--- config.mk ---
export PLATFORM = sky130hd
export DESIGN_NAME = fnd_source_arbiter
export DESIGN_NICKNAME = d
export VERILOG_FILES = /design/src/rtl/fnd_source_arbiter.sv
export SDC_FILE = /design/constraint.sdc
export NUM_CORES = 1
export LEC_CHECK = 0
export ABC_AREA = 1
export BUFFER_PORTS_ARGS = -buffer_cell sky130_fd_sc_hd__buf_2
export CAP_MARGIN = 20
export CELL_PAD_IN_SITES_DETAIL_PLACEMENT = 1
export CELL_PAD_IN_SITES_GLOBAL_PLACEMENT = 1
export CORE_UTILIZATION = 44
export CTS_CLUSTER_DIAMETER = 150
export DETAILED_ROUTE_END_ITERATION = 7
export GPL_TIMING_DRIVEN = 0
export PLACE_DENSITY_LB_ADDON = 0.1
export REMOVE_ABC_BUFFERS = 1
export SLEW_MARGIN = 15
export SYNTH_ARGS = -nofsm -noshare
export SYNTH_HDL_FRONTEND = slang
export SYNTH_SLANG_ARGS = --single-unit
--- constraint.sdc ---
create_clock -name clk -period 6.76 [get_ports clk]
set_input_delay 1.014 -clock clk [delete_from_list [all_inputs] [get_ports clk]]
set_output_delay 1.014 -clock clk [all_outputs]
set_load 0.01 [all_outputs]
--- src/rtl/fnd_source_arbiter.sv ---
// fnd_source_arbiter: picks which display source drives the shared FND pins.
// Manual select or auto-rotation over enabled channels; every change of
// source passes through a fixed blanking interval to avoid ghosting.
// All pin-facing outputs are registered.
module fnd_source_arbiter #(
  parameter int N_CH      = 3,
  parameter int COM_W     = 4,
  parameter int DATA_W    = 8,
  parameter int BLANK_CYC = 4,
  parameter int DWELL_CYC = 50000000,
  parameter int SEL_W     = 4
) (
  input  logic                    clk,
  input  logic                    rst_n,
  input  logic [N_CH*COM_W-1:0]   com_bus,
  input  logic [N_CH*DATA_W-1:0]  data_bus,
  input  logic [SEL_W-1:0]        sel,
  input  logic                    auto_en,
  input  logic [N_CH-1:0]         ch_mask,
  output logic [DATA_W-1:0]       fnd_data,
  output logic [COM_W-1:0]        fnd_com,
  output logic [SEL_W-1:0]        cur_ch,
  output logic                    switching
);

  localparam int DW_W = $clog2(DWELL_CYC);
  localparam int BC_W = (BLANK_CYC > 1) ? $clog2(BLANK_CYC) : 1;
  localparam logic [DW_W-1:0] DWELL_LAST = DW_W'(DWELL_CYC - 1);
  localparam logic [BC_W-1:0] BLANK_LOAD = BC_W'(BLANK_CYC - 1);
  localparam logic [N_CH-1:0] MASK_ONE   = N_CH'(1'b1);

  typedef enum logic [0:0] {
    ST_SHOW  = 1'b0,
    ST_BLANK = 1'b1
  } state_t;

  state_t              state_r;
  logic [SEL_W-1:0]    cur_ch_r;
  logic [BC_W-1:0]     blank_cnt_r;
  logic [DW_W-1:0]     dwell_cnt_r;
  logic [DATA_W-1:0]   fnd_data_r;
  logic [COM_W-1:0]    fnd_com_r;
  logic                switching_r;

  logic [DATA_W-1:0]   slice_data_s;
  logic [COM_W-1:0]    slice_com_s;
  logic                cur_en_s;
  logic [SEL_W-1:0]    next_ch_s;
  logic                found_s;
  logic                hit_s;
  int                  cand_s;
  logic                dwell_exp_s;
  logic                sel_valid_s;
  logic [SEL_W-1:0]    target_s;

  assign fnd_data  = fnd_data_r;
  assign fnd_com   = fnd_com_r;
  assign cur_ch    = cur_ch_r;
  assign switching = switching_r;

  assign dwell_exp_s = (dwell_cnt_r == DWELL_LAST);
  assign sel_valid_s = (sel != '0) && (sel <= SEL_W'(N_CH));

  // Extract the current channel's bus slices (blank pattern for channel 0) and its mask bit.
  always_comb begin
    slice_data_s = '0;
    slice_com_s  = '1;
    cur_en_s     = 1'b0;
    for (int k = 1; k <= N_CH; k++) begin
      slice_data_s = (cur_ch_r == SEL_W'(k)) ? DATA_W'(data_bus >> ((k - 1) * DATA_W)) : slice_data_s;
      slice_com_s  = (cur_ch_r == SEL_W'(k)) ? COM_W'(com_bus >> ((k - 1) * COM_W)) : slice_com_s;
      cur_en_s     = (cur_ch_r == SEL_W'(k)) ? |(ch_mask & (MASK_ONE << (k - 1))) : cur_en_s;
    end
  end

  // Find the next enabled channel ascending from cur_ch+1, wrapping N_CH -> 1 (may land on cur_ch itself).
  always_comb begin
    next_ch_s = '0;
    found_s   = 1'b0;
    hit_s     = 1'b0;
    cand_s    = 0;
    for (int i = 1; i <= N_CH; i++) begin
      cand_s = int'(cur_ch_r) + i;
      if (cand_s > N_CH) begin
        cand_s = cand_s - N_CH;
      end else begin
        cand_s = cand_s;
      end
      hit_s = |(ch_mask & (MASK_ONE << (cand_s - 1)));
      if (hit_s && !found_s) begin
        next_ch_s = SEL_W'(cand_s);
        found_s   = 1'b1;
      end else begin
        found_s   = found_s;
      end
    end
  end

  // Decide which channel should be on the pins this cycle.
  always_comb begin
    target_s = '0;
    if (!auto_en) begin
      if (sel_valid_s) begin
        target_s = sel;
      end else begin
        target_s = '0;
      end
    end else if (ch_mask == '0) begin
      target_s = '0;
    end else if (cur_en_s && !dwell_exp_s) begin
      target_s = cur_ch_r;
    end else begin
      target_s = next_ch_s;
    end
  end

  // SHOW/BLANK state machine with registered pin outputs and dwell/blank counters.
  always_ff @(posedge clk or negedge rst_n) begin
    if (!rst_n) begin
      state_r     <= ST_SHOW;
      cur_ch_r    <= '0;
      blank_cnt_r <= '0;
      dwell_cnt_r <= '0;
      fnd_data_r  <= '0;
      fnd_com_r   <= '1;
      switching_r <= 1'b0;
    end else begin
      case (state_r)
        ST_SHOW: begin
          // An expired dwell that stays on the same channel restarts; one that leaves is held
          // so the rotation target stays stable through the blank.
          if (!auto_en) begin
            dwell_cnt_r <= '0;
          end else if (!dwell_exp_s) begin
            dwell_cnt_r <= dwell_cnt_r + DW_W'(1);
          end else if (target_s == cur_ch_r) begin
            dwell_cnt_r <= '0;
          end else begin
            dwell_cnt_r <= dwell_cnt_r;
          end
          if (target_s == cur_ch_r) begin
            fnd_data_r  <= slice_data_s;
            fnd_com_r   <= slice_com_s;
            switching_r <= 1'b0;
          end else begin
            state_r     <= ST_BLANK;
            blank_cnt_r <= BLANK_LOAD;
            fnd_data_r  <= '0;
            fnd_com_r   <= '1;
            switching_r <= 1'b1;
          end
        end
        ST_BLANK: begin
          fnd_data_r <= '0;
          fnd_com_r  <= '1;
          if (blank_cnt_r == '0) begin
            // Land on the latest requested channel so chatter never adds latency.
            cur_ch_r    <= target_s;
            state_r     <= ST_SHOW;
            switching_r <= 1'b0;
            dwell_cnt_r <= '0;
          end else begin
            blank_cnt_r <= blank_cnt_r - BC_W'(1);
            if (!auto_en) begin
              dwell_cnt_r <= '0;
            end else begin
              dwell_cnt_r <= dwell_cnt_r;
            end
          end
        end
        default: begin
          state_r     <= ST_SHOW;
          cur_ch_r    <= '0;
          blank_cnt_r <= '0;
          dwell_cnt_r <= '0;
          fnd_data_r  <= '0;
          fnd_com_r   <= '1;
          switching_r <= 1'b0;
        end
      endcase
    end
  end

endmodule
== Word level (Yosys, flattened, before mapping) ==
Index checks and enable logic that the tools add are counted.

* Register bits after elaboration: 46
* Bits of input ports: 46
* Output and inout port bits: 17
* Word-level logic and storage cells: 94

* Add/subtract/negate cells: 11
* Magnitude comparators: 4
* Equal/unequal tests: 10
* Shift operators: 3
* Mux-type cells: 39
* Bitwise gates (word level): 4
* Reduce and logical (&&, ||, !) cells: 16

{| class="wikitable"
|+ Operator list
! operator !! count
|-
| 2-to-1 mux 26 bit || 5
|-
| 2-to-1 mux 32 bit || 3
|-
| << shifter 1 x 32 -> 3 bit, first input constant || 3
|-
| subtractor 32 x 2 -> 32 bit, second input constant || 3
|-
| case mux 26 bit (2 select lines) || 1
|-
| 2-to-1 mux 4 bit || 11
|-
| 2-to-1 mux 8 bit || 4
|-
| adder 26 x 1 -> 26 bit, second input constant || 1
|-
| equality test 26 bit, second input constant || 1
|-
| subtractor 5 x 2 -> 6 bit, second input constant || 3
|-
| case mux 8 bit (2 select lines) || 1
|-
| > comparator 5 x 2 -> 1 bit, second input constant || 3
|-
| adder 4 x 2 -> 5 bit, second input constant || 2
|-
| AND 3 bit || 3
|-
| OR reduction 3 bit || 3
|-
| equality test 4 x 2 -> 1 bit, second input constant || 2
|-
| 2-to-1 mux 1 bit || 8
|-
| case mux 4 bit (2 select lines) || 1
|-
| AND reduction 2 bit || 3
|-
| adder 4 x 1 -> 5 bit, second input constant || 1
|-
| equality test 4 x 1 -> 1 bit, second input constant || 1
|-
| equality test 4 bit || 1
|-
| <= comparator 4 x 2 -> 1 bit, second input constant || 1
|-
| logical AND 1 bit || 4
|-
| 13 further kinds || 18
|}

== Logic depth before layout (Yosys ltp) ==
* Depth after elaboration: 22
* Mapped depth: 37
* Mapped depth without buffers: 36

== Worst setup path after synthesis ==
Ideal clock, no wire load.

* Path kind: register to register
* Start point: register cur_ch_r[0] (netlist: cur_ch[0])
* End point: register dwell_cnt_r[16]
* Setup time: 0.121 ns
* Arrival time: 3.804 ns
* Required time: 6.639 ns
* Setup slack: 2.835 ns
* Cell stages (with the launch flop): 37
* Path buffers: 2
* Period minus slack after synthesis: 3.925 ns
* Path through: dfrtp_1 -> buf_6 -> inv_2 -> ha_1 -> inv_1 -> nand2_1 -> nand2_1 -> nand2_1 -> nand2_1 -> inv_1 -> ha_1 -> nand3_1 -> ha_1 -> nor2_1 -> nand2_1 -> nand3b_1 -> nor2_1 -> nand2_1 -> nor2_1 -> nand2_1 -> nor2_4 -> nand2_4 -> nand3_1 -> nand2_1 -> inv_1 -> nand3_1 -> nand2_1 -> nand2_1 -> nand2_1 -> nand2_1 -> nor2_1 -> nand2_2 -> nand3_2 -> nand2_4 -> buf_6 -> nand2_1 -> nand2_1

* Cells in the longest elaborated chain, start to end: 20
* Elaborated cells between the ends (all ways): 46
* Classes of those cells: add/sub (9); order compare (3); eq/ne (5); shift (3); mux (14); bitwise (3); reduce/logical (9)

{| class="wikitable"
|+ RTL lines
! what !! RTL line !! source
|-
| from (decl) || 38 || <nowiki>logic [SEL_W-1:0] cur_ch_r;</nowiki>
|-
| from (signal assigned) || 158 || <nowiki>cur_ch_r <= target_s;</nowiki>
|-
| adder 4 x 1 -> 5 bit || 83 || <nowiki>cand_s = int'(cur_ch_r) + i;</nowiki>
|-
| subtractor 5 x 2 -> 6 bit or > comparator 5 x 2 -> 1 bit (tied branches) || 85, 84 ||
|-
| 2-to-1 mux 32 bit || 84 || <nowiki>if (cand_s > N_CH) begin</nowiki>
|-
| subtractor 32 x 2 -> 32 bit || 89 || <nowiki>hit_s = |(ch_mask & (MASK_ONE << (cand_s - 1)));</nowiki>
|-
| << shifter 1 x 32 -> 3 bit || 89 ||
|-
| AND 3 bit || 89 ||
|-
| OR reduction 3 bit || 89 ||
|-
| 2-to-1 mux 1 bit || 90 || <nowiki>if (hit_s && !found_s) begin</nowiki>
|-
| (+4 left out) || - ||
|-
| logical AND 1 bit || 90 ||
|-
| 2-to-1 mux 4 bit || 90 ||
|-
| 2-to-1 mux 4 bit || 110 || <nowiki>end else if (cur_en_s && !dwell_exp_s) begin</nowiki>
|-
| 2-to-1 mux 4 bit || 108 || <nowiki>end else if (ch_mask == '0) begin</nowiki>
|-
| 2-to-1 mux 4 bit || 102 || <nowiki>if (!auto_en) begin</nowiki>
|-
| equality test 4 bit * || 136 || <nowiki>end else if (target_s == cur_ch_r) begin</nowiki>
|-
| inequality test 4 bit (no source line) * || - ||
|-
| AND reduction 2 bit (no source line) * || - ||
|-
| to (signal assigned) || 135 || <nowiki>dwell_cnt_r <= dwell_cnt_r + DW_W'(1);</nowiki>
|-
| to (signal assigned) || 139 || <nowiki>dwell_cnt_r <= dwell_cnt_r;</nowiki>
|-
| to (signal assigned) || 167 || <nowiki>dwell_cnt_r <= dwell_cnt_r;</nowiki>
|-
| to (decl) || 40 || <nowiki>logic [DW_W-1:0] dwell_cnt_r;</nowiki>
|}

Mark *: on every way between the ends. The rest lies on a longest branch, timed or not.
A chain may end at the register's enable or synchronous reset.

== Worst setup path after layout ==
* Start point: register cur_ch_r[0] (netlist: cur_ch[0])
* End point: register dwell_cnt_r[15]

Same word-level chain as after synthesis.

==> metrics.csv <==
metric,value,unit
dieArea,0.0103,mm^2
syn_to_final_growth,12.5,%
async_flop_share,100,%
final_cell_mix,"nand2_1 (195), nand3_1 (90), inv_1 (77), nor2_1 (63), buf_2 (61)",
period_share,76.0,%
grt_pass1_wl,21.1,mm
portBuffers,62,
status,"complete, no violations",
synth_mux_area_share,0,%
hpwl,9.88,mm
row_count,35,
fillerInstances,1352,
synth_adder_area_share,8.92,%
cts.repair.resized,0,
netlist_area,0.00435,mm^2
grt.overflow.total,0,
layout-drive-gt1-share,16.7,%
grtUsageTotal,25.6,%
cts_tree,built,
synth_warnings,0,
setup_violations,0,
cts_buffer_depth,2,
holdBufCountCts,0,
wire_per_inst,14.4,um
nNetsFinal,819,
ant_nets,0,
worstSetupPathType,reg2reg,
start_util,46.2,%
netlist_top_cells_area,"dfrtp_1 (24%), nand2_1 (17%), nand3_1 (10%), ha_1 (8.9%), inv_1 (6.6%)",
finalWirelength,12.6,mm
post_synth_inst_count,670,
path_clk_slew,90,ps
htree_levels,2,
place.gp.congestion,0.863,
clk_latency,310,ps
hp-class,reg2reg,
yosysSeqAreaShare,26.6,%
yosys.area.top_type_share,24.2,%
cpPeakStageDelay,750,ps
synth-main-ff-cell,dfrtp_1,
first_global_vias,4616,
worstPathRequired,6960,ps
setup.worst_path.end_class,register,
maxCapViolations,0,
viasPerCell,5.32,
timing.fmax,195,MHz
grt_max_degree,47,
design_power_total,1.51,mW
core-area,0.00942,mm^2
finalHoldViolCount,0,
diodes,0,
r2r_slack,1620,ps
ys_ff_latch,46,
crit_slowest_cell,dfrtp_1,
worst-path-buf-inv,4,
crit_family,simple AND/OR/NAND/NOR gates,
die_w,101,um
critPathMostFrequentCell,nand2_1,
synth_compound_area_share,6.79,%
post-route-min-period,5140,ps
synthSimpleGateAreaFrac,47.2,%
yosysUniqueCellTypes,42,
synth_edf_count,0,
drtIter0Drc,147,
cts-root-buf,clkbuf_8,
cp_max_fo,26,
slew_headroom,56.4,%
synth_xor_area_share,0.806,%
dr.pass1.iters,4,
power.leakage,2.51,nW
avgSynthCellArea,6.49,um^2
fin_skew,6.82,ps
num_io_pins,63,
worstPathArrival,5340,ps
cts_buffers,5,
cts_setup_buffers,0,
vias,4637,
ir_drop,0.137,mV
slew_violations,0,
die_y,101,um
rsz0062_at_grt,false,
synth_area_leader_cell,dfrtp_1,
layout_commonest_cell,nand2_1,
tns,0,ps
power.density,309,mW/mm^2
synth_top_family_by_area,simple AND/OR/NAND/NOR gates,
drc,0,
clock-sinks,46,
start_kind,register,
worstMarginPinSlew,654,ps
grt_antenna_before_repair,0,
-- per-layer routing --
metal  wire length, um  global-route usage, %  share of wire, %  up-vias
li1                  -                      -                 -     2306
met5                 0                      0                 0        -
met1              5840                   33.3                46     2244
met3               469                   2.83               3.7        7
met2              6180                   46.4                49       80
met4                79                   3.90              0.63        0
-- stage by stage --
stage,hold slack [ps],instances,worst slack (ps),area (um^2),util [%]
6_report,495,872,1620,4890,52.0
4_1_cts,495,872,1610,4890,52.0
2_1_floorplan,442,673,2690,4330,-
3_3_place_gp,454,864,1870,4800,51.0
5_1_grt,516,872,1150,4890,52.0
3_5_place_dp,472,864,1650,4800,51.0
-- worst register-to-register path: cells and delay by family, from the launching register on --
family,cells,cell delay [ps]
buf+inv,4,530
simple gates,26,2910
flops,1,750
fa+ha+maj,3,860
-- power by group --
part           internal [mW]  switching (mW)
Combinational          0.312           0.649
Clock                 0.0848           0.102
Sequential             0.308          0.0549
Total                  0.705           0.807
-- Yosys cell counts (all sizes together) (2+ instances only) --
cell and count:
a21oi 7, buf 6, clkbuf 8, clkinv 2
dfrtp 42, dfstp 4, ha 31, inv 85
nand2 213, nand3 96, nand3b 6, nand4 16
nor2 71, nor3 28, nor4 3, o211ai 5
o21ai 26, o221ai 3, o31ai 4, or2 6
xor2 3
-- kinds of logic (layout without fill, tap and decap cells) --
kind of cell,count (synthesis),in the layout
adder cells (fa/ha/maj),31,31
flip-flops,46,46
AND/OR/NAND/NOR,439,439
other,1,18
AO/OA/AOI/OAI,48,48
XOR/XNOR,4,4
buffers and inverters,101,157
-- state kept, by name, indices dropped and copies added (netlist names) --
register	count
blank_cnt_r	2
switching	1
state_r	1
cur_ch	4
dwell_cnt_r	26
fnd_data	8
fnd_com	4
-- layout make-up --
| cell class | count | area (um^2) | share of cell area (%) |
|---|---|---|---|
| inverter | 87 | 329 | 6.72 |
| sequential | 46 | 1160 | 23.6 |
| timing repair buffer | 62 | 313 | 6.39 |
| tap | 129 | 161 | 3.30 |
| clock inverter | 1 | 8.76 | 0.179 |
| multi-input combinational | 540 | 2840 | 58.0 |
| clock buffer | 7 | 86.3 | 1.76 |
-- final timing paths --
| path | start | to | depth (start not counted) |
|---|---|---|---|
| setup / recovery | cur_ch[0]$_DFFE_PN0P_ | dwell_cnt_r[15]$_DFFE_PN0P_ | 33 |
| setup reg to reg | cur_ch[0]$_DFFE_PN0P_ | dwell_cnt_r[15]$_DFFE_PN0P_ | 33 |
| max in group asynchronous | rst_n | fnd_data[5]$_DFF_PN0_ | 1 |
| min in group asynchronous | rst_n | dwell_cnt_r[25]$_DFFE_PN0P_ | 1 |
| hold reg to reg | dwell_cnt_r[25]$_DFFE_PN0P_ | dwell_cnt_r[25]$_DFFE_PN0P_ | 2 |
| hold / removal | dwell_cnt_r[25]$_DFFE_PN0P_ | dwell_cnt_r[25]$_DFFE_PN0P_ | 2 |
(Power assumes the default switching activity.)
